## src/rtl/uart_tx_queue.sv

```systemverilog
// uart_tx_queue: byte FIFO plus launch sequencer feeding a slow UART
// transmitter over its txStart/in/txBusy/txDone handshake.
//
// Ports:
//   clk, rst        system clock, async active-high reset
//   wr_en, wr_data  producer push of one byte per cycle
//   full, empty     occupancy flags (DEPTH / 0 entries)
//   count           occupancy 0..DEPTH
//   overflow        one-cycle pulse when a push is dropped
//   tx_start        launch request, held until busy is seen
//   tx_data         byte being launched, stable outside IDLE
//   tx_busy         transmitter busy (async, synchronized here)
//   tx_done         transmitter done (observed only)
//   tx_err          sticky watchdog error
//
// Optional feature macro: UART_TXQ_TIMEOUT_EN adds a launch watchdog
// that abandons a byte if busy never rises; tx_err is 0 without it.
module uart_tx_queue #(
    parameter int DEPTH          = 16,
    parameter int ADDR_W         = 4,
    parameter int TIMEOUT_CYCLES = 200000
) (
    input  logic              clk,
    input  logic              rst,
    input  logic              wr_en,
    input  logic [7:0]        wr_data,
    output logic              full,
    output logic              empty,
    output logic [ADDR_W:0]   count,
    output logic              overflow,
    output logic              tx_start,
    output logic [7:0]        tx_data,
    input  logic              tx_busy,
    input  logic              tx_done,
    output logic              tx_err
);

    typedef enum logic [1:0] {
        S_IDLE   = 2'd0,
        S_LAUNCH = 2'd1,
        S_WAIT   = 2'd2,
        S_GAP    = 2'd3
    } state_t;

    localparam logic [ADDR_W:0] L_FULL = (ADDR_W+1)'(DEPTH);

    logic [7:0]        r_mem [DEPTH];
    logic [ADDR_W-1:0] r_wptr;
    logic [ADDR_W-1:0] r_rptr;
    logic [ADDR_W:0]   r_count;
    logic              r_busy_m;
    logic              r_busy_s;
    state_t            r_state;

    logic w_push;
    logic w_pop;
    logic w_unused_done;

    // tx_done carries no information the busy handshake lacks.
    assign w_unused_done = tx_done;

    assign count = r_count;
    assign full  = (r_count == L_FULL);
    assign empty = (r_count == '0);

    // full/empty are pre-edge values, so a push into a full FIFO is
    // dropped even when a pop happens on the same edge.
    assign w_push = wr_en & ~full;
    assign w_pop  = (r_state == S_IDLE) & ~empty & ~r_busy_s;

`ifdef UART_TXQ_TIMEOUT_EN
    localparam logic [31:0] L_TMO = 32'(TIMEOUT_CYCLES - 1);
    logic [31:0] r_wdog;
    logic        r_err;
    assign tx_err = r_err;
`else
    localparam int L_UNUSED_TMO = TIMEOUT_CYCLES;
    assign tx_err = 1'b0;
`endif

    // Storage has no reset; pointers and count define validity.
    always_ff @(posedge clk) begin
        if (w_push) begin
            r_mem[r_wptr] <= wr_data;
        end
    end

    always_ff @(posedge clk or posedge rst) begin
        if (rst) begin
            r_wptr   <= '0;
            r_rptr   <= '0;
            r_count  <= '0;
            r_busy_m <= 1'b0;
            r_busy_s <= 1'b0;
            r_state  <= S_IDLE;
            overflow <= 1'b0;
            tx_start <= 1'b0;
            tx_data  <= 8'h00;
`ifdef UART_TXQ_TIMEOUT_EN
            r_wdog   <= '0;
            r_err    <= 1'b0;
`endif
        end else begin
            r_busy_m <= tx_busy;
            r_busy_s <= r_busy_m;
            overflow <= wr_en & full;

            if (w_push) begin
                r_wptr <= r_wptr + 1'b1;
            end
            if (w_pop) begin
                r_rptr  <= r_rptr + 1'b1;
                tx_data <= r_mem[r_rptr];
            end

            case ({w_push, w_pop})
                2'b10:   r_count <= r_count + 1'b1;
                2'b01:   r_count <= r_count - 1'b1;
                default: r_count <= r_count;
            endcase

            case (r_state)
                S_IDLE: begin
                    tx_start <= 1'b0;
                    if (w_pop) begin
                        tx_start <= 1'b1;
                        r_state  <= S_LAUNCH;
`ifdef UART_TXQ_TIMEOUT_EN
                        r_wdog   <= '0;
`endif
                    end
                end
                S_LAUNCH: begin
                    // Hold start until the transmitter has seen it on
                    // its own baud clock, which busy proves.
                    if (r_busy_s) begin
                        tx_start <= 1'b0;
                        r_state  <= S_WAIT;
                    end
`ifdef UART_TXQ_TIMEOUT_EN
                    else if (r_wdog == L_TMO) begin
                        tx_start <= 1'b0;
                        r_err    <= 1'b1;
                        r_state  <= S_GAP;
                    end else begin
                        r_wdog <= r_wdog + 1'b1;
                    end
`endif
                end
                S_WAIT: begin
                    tx_start <= 1'b0;
                    if (!r_busy_s) begin
                        r_state <= S_GAP;
                    end
                end
                S_GAP: begin
                    tx_start <= 1'b0;
                    r_state  <= S_IDLE;
                end
                default: begin
                    tx_start <= 1'b0;
                    r_state  <= S_IDLE;
                end
            endcase
        end
    end

endmodule

```

## config.mk

```make
export PLATFORM = sky130hd
export DESIGN_NAME = uart_tx_queue
export DESIGN_NICKNAME = d
export VERILOG_FILES = /design/src/rtl/uart_tx_queue.sv
export SDC_FILE = /design/constraint.sdc
export NUM_CORES = 1
export LEC_CHECK = 0
export ABC_AREA = 0
export ABC_CLOCK_PERIOD_IN_PS = 4070
export BUFFER_PORTS_ARGS = -buffer_cell sky130_fd_sc_hd__buf_2
export CAP_MARGIN = 20
export CORE_AREA = 2 2 129 131
export CTS_CLUSTER_DIAMETER = 150
export CTS_CLUSTER_SIZE = 25
export DETAILED_ROUTE_END_ITERATION = 10
export DIE_AREA = 0 0 131 133
export SETUP_SLACK_MARGIN = 0.4
export SYNTH_ARGS = -nofsm -noshare
export SYNTH_HDL_FRONTEND = slang
export SYNTH_SLANG_ARGS = --single-unit
```

## constraint.sdc

```tcl
create_clock -name clk -period 4.07 [get_ports clk]
set_clock_uncertainty 0.15 [all_clocks]
set_input_delay 0.814 -clock clk [delete_from_list [all_inputs] [get_ports clk]]
set_output_delay 0.814 -clock clk [all_outputs]
set_load 0.02 [all_outputs]
```

==> metrics, run 1 <==
status complete, no violations; Synth top cells by count 128 x edfxtp_1, 32 x mux4_2, 31 x nand2_1; Setup CP Type reg2reg; Ys Warns 0; vias in the first global route approximately 3200; smallest hold slack 0.209 ns; Syn Std Cell Area ~6300 um2; WP data arrival roughly 3.5 ns; first-pass GRT wire length about 18000 um; clock root buffer clkbuf_16; pwr/cell area about 700 nW/um2; I/O pins 31; Mapped Avg Cell Area between 15 and 20 um2; post-synthesis compound-gate area fraction between 2 and 2.5%; total vias in the final route between 3000 and 4000; Synth Flop Type edfxtp_1; P_leak roughly 0.0026 uW; worst-margin pin slew roughly 1.0 ns; max_cap viols 0; crit path cell chain nor4_2 -> nor2b_4 -> or3b_4 -> inv_1 -> ha_1 -> ha_1 -> nor2b_1 -> o21ai_0 -> a21oi_1 -> or3b_2 -> xnor2_1; Post-synth EDFFs between 100 and 150; fraction of layout cells with a size suffix above 1 about 28%; Std-Cell Rows between 40 and 50; dominant cell type by area after synthesis edfxtp_1; Worst EP required ~4.2 ns; GRT Util Overall between 10% and 20%; Post-Syn Instances between 300 and 400; CP dominant cell by count ha_1; Tmin final 3.37 ns; largest net degree at the start of global routing 28; GR Overflow Total 0; top cell type's share of synthesized area between 60% and 70%; Final Hold Viols 0; fin. max-slew vios 0; DR iter-0 viols 240; Post-Synth Simple-Gate Area under 10%; # setup viols final 0; Post-Syn Nets around 380; IO Port Bufs 28; worst skew pair latency 0.42 ns; CTS-repair resized insts 0; # H-tree levels 4; Post-CTS Setup Bufs 0; RSZ-0062 raised after global routing no; Async SR Flop Fraction between 10% and 20%; area share of fa/ha/maj cells after synthesis under 10%; die area approximately 17000 um2; # clock sinks 155; clk buf depth 2; CP startpoint kind flop; Synth area leaders edfxtp_1 61%, mux4_2 11%, dfrtp_1 11%, ha_1 2.6%, nand2_1 1.8%; routed wire length 11700 um; CP max stage delay between 0.4 and 0.5 ns; Slowest cell on crit path or3b_2; Clock Pin Slew Worst Setup and Hold Paths 0.06 ns; Post-DP HPWL 7280 um; initial core utilization 38.9%; CTS buffer count 17; Vias/cell between 4 and 5; TritonRoute pass-1 iters 4; Max Clock Freq approximately 300 MHz; Synth Register Bits 155; setup_tns 0 ns; Final Net Count around 420; Worst IR Drop VDD ~340 uV; sequential cell area approximately 4500 um2; xor/xnor share of the synthesized area about 1.4%; core box area roughly 16000 um2; Yosys cell types 35; worst hold path type reg2reg; Top Family by Delay on Critical Path simple AND/OR/NAND/NOR gates; antenna violations before repair 1; DIE HEIGHT 133 um; most instantiated library cell after synthesis edfxtp_1; die width between 100 and 150 um; Ant. Diodes 0; Crit. End Element flop; post-synthesis mux area share roughly 14%; Routed WL per cell 18.9 um; routability cong. 0.709; CTS Hold Bufs 0; Filler Cells Inserted around 1400; total power between 5000 and 6000 uW; Period Utilization, post-route between 80% and 90%; Post-DRT Antenna Nets 0; WP buf/inv 1; CTS tree done; Seq/Total Area, Yosys a little under three quarters; Synth-to-Final Area Change 15.5%; DRC viols 0; Max-slew headroom around 30%; Final Util between 40% and 50%; largest family of logic cells by synthesized area multiplexers; maximum fanout along the worst path 10; area taken by multi-input logic gates roughly 1600 um2
==> metrics by stage <==
| step | worst slack [ns] | cells | area, um2 |
|---|---|---|---|
| finish | 0.700 | 621 | 7260 |
| global route | 0.444 | 621 | 7260 |
| CTS | 0.475 | 619 | 7220 |
| detailed placement | 0.493 | 588 | 6670 |
| global placement | 0.544 | 588 | 6670 |
| floorplan | 0.891 | 350 | 6290 |
==> layout by cell type, fill, tap and decap left out, drive strengths merged, types with 3 or more instances in the layout <==
master	synthesis	layout
nor3	5	5
or3b	2	3
a21oi	3	3
mux4	32	32
buf	16	38
dfrtp	27	27
ha	13	13
nand2	31	31
o21ai	21	21
xnor2	8	8
edfxtp	128	128
nor2	13	13
nor2b	3	3
mux2	9	9
clkbuf	3	20
clkinv	0	6
mux2i	9	9
inv	12	14
==> path summary, 6_finish.rpt <==
kind	start	end	slack, ns	depth (start not counted)
worst max-delay path	count[0]$_DFFE_PP0P_	count[4]$_DFFE_PP0P_	0.70	11
worst min-delay path	r_busy_m$_DFF_PP0_	r_busy_s$_DFF_PP0_	0.21	0
worst max register to register	count[0]$_DFFE_PP0P_	count[4]$_DFFE_PP0P_	0.70	11
worst min register to register	r_busy_m$_DFF_PP0_	r_busy_s$_DFF_PP0_	0.21	0
max in group asynchronous	rst	r_rptr[0]$_DFFE_PP0P_	2.98	3
min in group asynchronous	rst	overflow$_DFF_PP0_	0.29	2
==> cells by family (layout without fill, tap and decap cells) <==
kind of cell    after synthesis  count (layout)
compound gates               27              27
xor+xnor                     10              10
fa+ha+maj                    14              14
buf+inv                      31              81
flops                       155             155
mux                          50              50
other cells                   1               1
simple gates                 62              63
==> report_power, final <==
group	leakage, uW	total (uW)	switching [uW]	internal (uW)
clock network	0.000270	1490	591	897
logic	0.000820	1460	773	683
registers	0.00148	2170	195	1970
total	0.00257	5110	1560	3550
==> flip-flops by register name, indices dropped and copies added, names as in the netlist <==
signal and cells:
r_state 2, overflow 1, r_rptr 4, r_busy_s 1
tx_start 1, r_mem 128, r_busy_m 1, count 5
r_wptr 4, tx_data 8
==> cell type report <==
class | count | share of cell area (%)
flip-flops and latches | 155 | 62.2
multi-input cells | 165 | 22.5
clock buffers | 20 | 6.01
well taps | 220 | 3.79
repair buffers | 38 | 3.24
clock inverters | 11 | 1.65
inverters | 12 | 0.620
==> routing by layer <==
metal	wire length [um]	GRT usage (%)	vias up
met4	260	6.86	2
met5	12	0	-
met2	5900	22.4	82
met3	587	4.93	14
li1	-	-	1414
met1	4990	19.0	1579
Note: power is estimated with default switching activity, not from simulation.
==> inputs of run 2 (changes only) <==
--- a/config.mk
+++ b/config.mk
@@ -6,7 +6,7 @@
 export NUM_CORES = 1
 export LEC_CHECK = 0
 export ABC_AREA = 0
-export ABC_CLOCK_PERIOD_IN_PS = 4070
+export ABC_CLOCK_PERIOD_IN_PS = 3500
 export BUFFER_PORTS_ARGS = -buffer_cell sky130_fd_sc_hd__buf_2
 export CAP_MARGIN = 20
 export CORE_AREA = 2 2 129 131
==> constraint.sdc (replaced) <==
create_clock -name clk -period 3.5 [get_ports clk]
set_clock_uncertainty 0.15 [all_clocks]
set_input_delay 0.7 -clock clk [delete_from_list [all_inputs] [get_ports clk]]
set_output_delay 0.7 -clock clk [all_outputs]
set_load 0.02 [all_outputs]
==> run 2 against run 1 <==
Compared with the run above: sequential power up 18%; power rose by 29%; worst hold slack got worse by 0.093 ns; routed wire length up 3.0%; count of clock-buffer cells in the layout unchanged; register-to-register slack worse by 0.14 ns; design area grew 4.4%; critical endpoint unchanged; cell count grew 2.3%; first-iteration DRC count is 0.42% higher; global-route usage rose by 0.38 points; flip-flop and latch count unchanged.
==> metrics, run 2 (synthesis gave the netlist of run 1 again) <==
Std-Cell Rows 47 (unchanged); setup_tns 0 ns (unchanged); Setup CP Type reg2reg; worst hold path type in2async; routed wire length 12100 um (+3.0%); Final Net Count 429 (+3.1%); crit path cell chain nor4_4 -> nor2b_4 -> or3b_4 -> inv_4 -> ha_4 -> ha_1 -> nor2b_1 -> o21ai_1 -> a21oi_1 -> or3b_2 -> xnor2_1; WP buf/inv 1 (unchanged); Biggest register r_mem; IO Port Bufs 28 (unchanged); Synth-to-Final Area Change 20.6%; Worst IR Drop VDD 394 uV (+16%); # H-tree levels 4 (unchanged); die area 17400 um2 (unchanged); GRT Util Overall 15.1% (+0.38 points); Max-slew headroom 47.2% (+17 points); Routed WL per cell 19.1 um (+0.73%); GR Overflow Total 0 (unchanged); CP startpoint kind flop; TritonRoute pass-1 iters 4 (unchanged); antenna violations before repair 0 (-1); Post-DP HPWL 7440 um (+2.1%); Tmin final 2.94 ns (-0.425 ns); smallest hold slack 0.116 ns (-0.0928 ns); DR iter-0 viols 241 (+0.42%); post-route insts no fill 635 (+2.3%); vias in the first global route 3326 (+2.9%); max_cap viols 0 (unchanged); Post-DRT Antenna Nets 0 (unchanged); total placed cells including tap cells 600 (+2.0%); total vias in the final route 3184 (+3.0%); Worst EP required 3.64 ns (-0.59 ns); status complete, no violations; most frequent cells in the layout 128 x edfxtp_1, 32 x mux4_2, 31 x nand2_1; DIE HEIGHT 133 um (unchanged); Vias/cell 5.01 (+0.74%); # clock sinks 155 (unchanged); clk buf depth 2 (unchanged); Slowest cell on crit path or3b_2; Period Utilization, post-route 84.1% (+1.3 points); CTS buffer count 17 (unchanged); core box area 16200 um2 (unchanged); Crit. End Element flop; fin. max-slew vios 0 (unchanged); RSZ-0062 raised after global routing no; maximum fanout along the worst path 5 (-5); Clock Pin Slew Worst Setup and Hold Paths 0.06 ns (about the same); Filler Cells Inserted 1357 (-2.4%); # setup viols final 0 (unchanged); CP max stage delay 0.45 ns (about the same); max FFs per register 128 (unchanged); largest net degree at the start of global routing 28 (unchanged); worst-margin pin slew 0.791 ns (-0.258 ns); CTS tree done; first-pass GRT wire length 18700 um (+3.7%); pwr/cell area 867 nW/um2 (+23%); commonest non-fill, non-tap cell in the layout edfxtp_1; WP data arrival 3.09 ns (-0.44 ns); Max Clock Freq 340 MHz (+14%); Final Util 46.9% (+2.0 points); initial core utilization 38.9% (unchanged); DRC viols 0 (unchanged); I/O pins 31 (unchanged); clock root buffer clkbuf_16; routability cong. 0.786 (+11%); P_leak 0.00273 uW (+5.9%); die width 131 um (unchanged); Final Hold Viols 0 (unchanged); fraction of layout cells with a size suffix above 1 32.8% (+5.1 points); Top Family by Delay on Critical Path simple AND/OR/NAND/NOR gates; CTS Hold Bufs 0 (unchanged); worst skew pair latency 0.42 ns (about the same); Ant. Diodes 0 (unchanged)
[run 2: layout make-up]
| cell class | count | area [um2] | area share (%) |
|---|---|---|---|
| clock buffer | 20 | 447 | 5.89 |
| clock inverter | 12 | 290 | 3.83 |
| inverter | 12 | 47.5 | 0.627 |
| multi-input combinational | 164 | 1650 | 21.8 |
| sequential | 155 | 4520 | 59.6 |
| tap | 220 | 275 | 3.63 |
| timing repair buffer | 52 | 353 | 4.65 |
[run 2: repair_timing]
item | in CTS | in global routing
gates resized for setup | 5 | 7
setup endpoints to repair | 1 | 1
gates cloned | 0 | 0
setup buffers | 0 | 2
pin swaps | 0 | 1
[run 2: path summary, 6_finish.rpt]
kind,startpoint,cells after the start,to,slack [ns]
worst max-delay path,count[0]$_DFFE_PP0P_,11,count[4]$_DFFE_PP0P_,0.56
worst min-delay path,rst,2,count[1]$_DFFE_PP0P_,0.12
worst max register to register,count[0]$_DFFE_PP0P_,11,count[4]$_DFFE_PP0P_,0.56
worst min register to register,r_busy_m$_DFF_PP0_,0,r_busy_s$_DFF_PP0_,0.20
max in group asynchronous,rst,3,r_rptr[0]$_DFFE_PP0P_,2.62
min in group clk,r_busy_m$_DFF_PP0_,0,r_busy_s$_DFF_PP0_,0.20
[run 2: stage by stage]
| step | total power (uW) | instance area, um2 | setup WS [ns] |
|---|---|---|---|
| floorplan | 3810 | 6300 | 0.413 |
| global placement | 4260 | 6780 | 0.347 |
| detailed placement | 4320 | 6780 | 0.277 |
| CTS | 6620 | 7530 | 0.428 |
| global route | 6920 | 7590 | 0.432 |
| finish | 6580 | 7590 | 0.555 |
[run 2: where the power goes]
group / internal (uW) / total, uW / switching [uW]
clock: 1570 / 2260 / 690
combinational: 860 / 1760 / 903
sequential: 2290 / 2560 / 262
total: 4720 / 6580 / 1850
[run 2: routing by layer]
layer  routed length [um]  share of wire [%]  global-route usage (%)  vias to the layer above
li1                     -                  -                       -                     1433
met1                 5210                 43                    19.9                     1661
met2                 6140                 51                    23.5                       75
met3                  616                5.1                    5.42                       15
met4                  136                1.1                    4.67                        0
met5                    0                  0                       0                        -
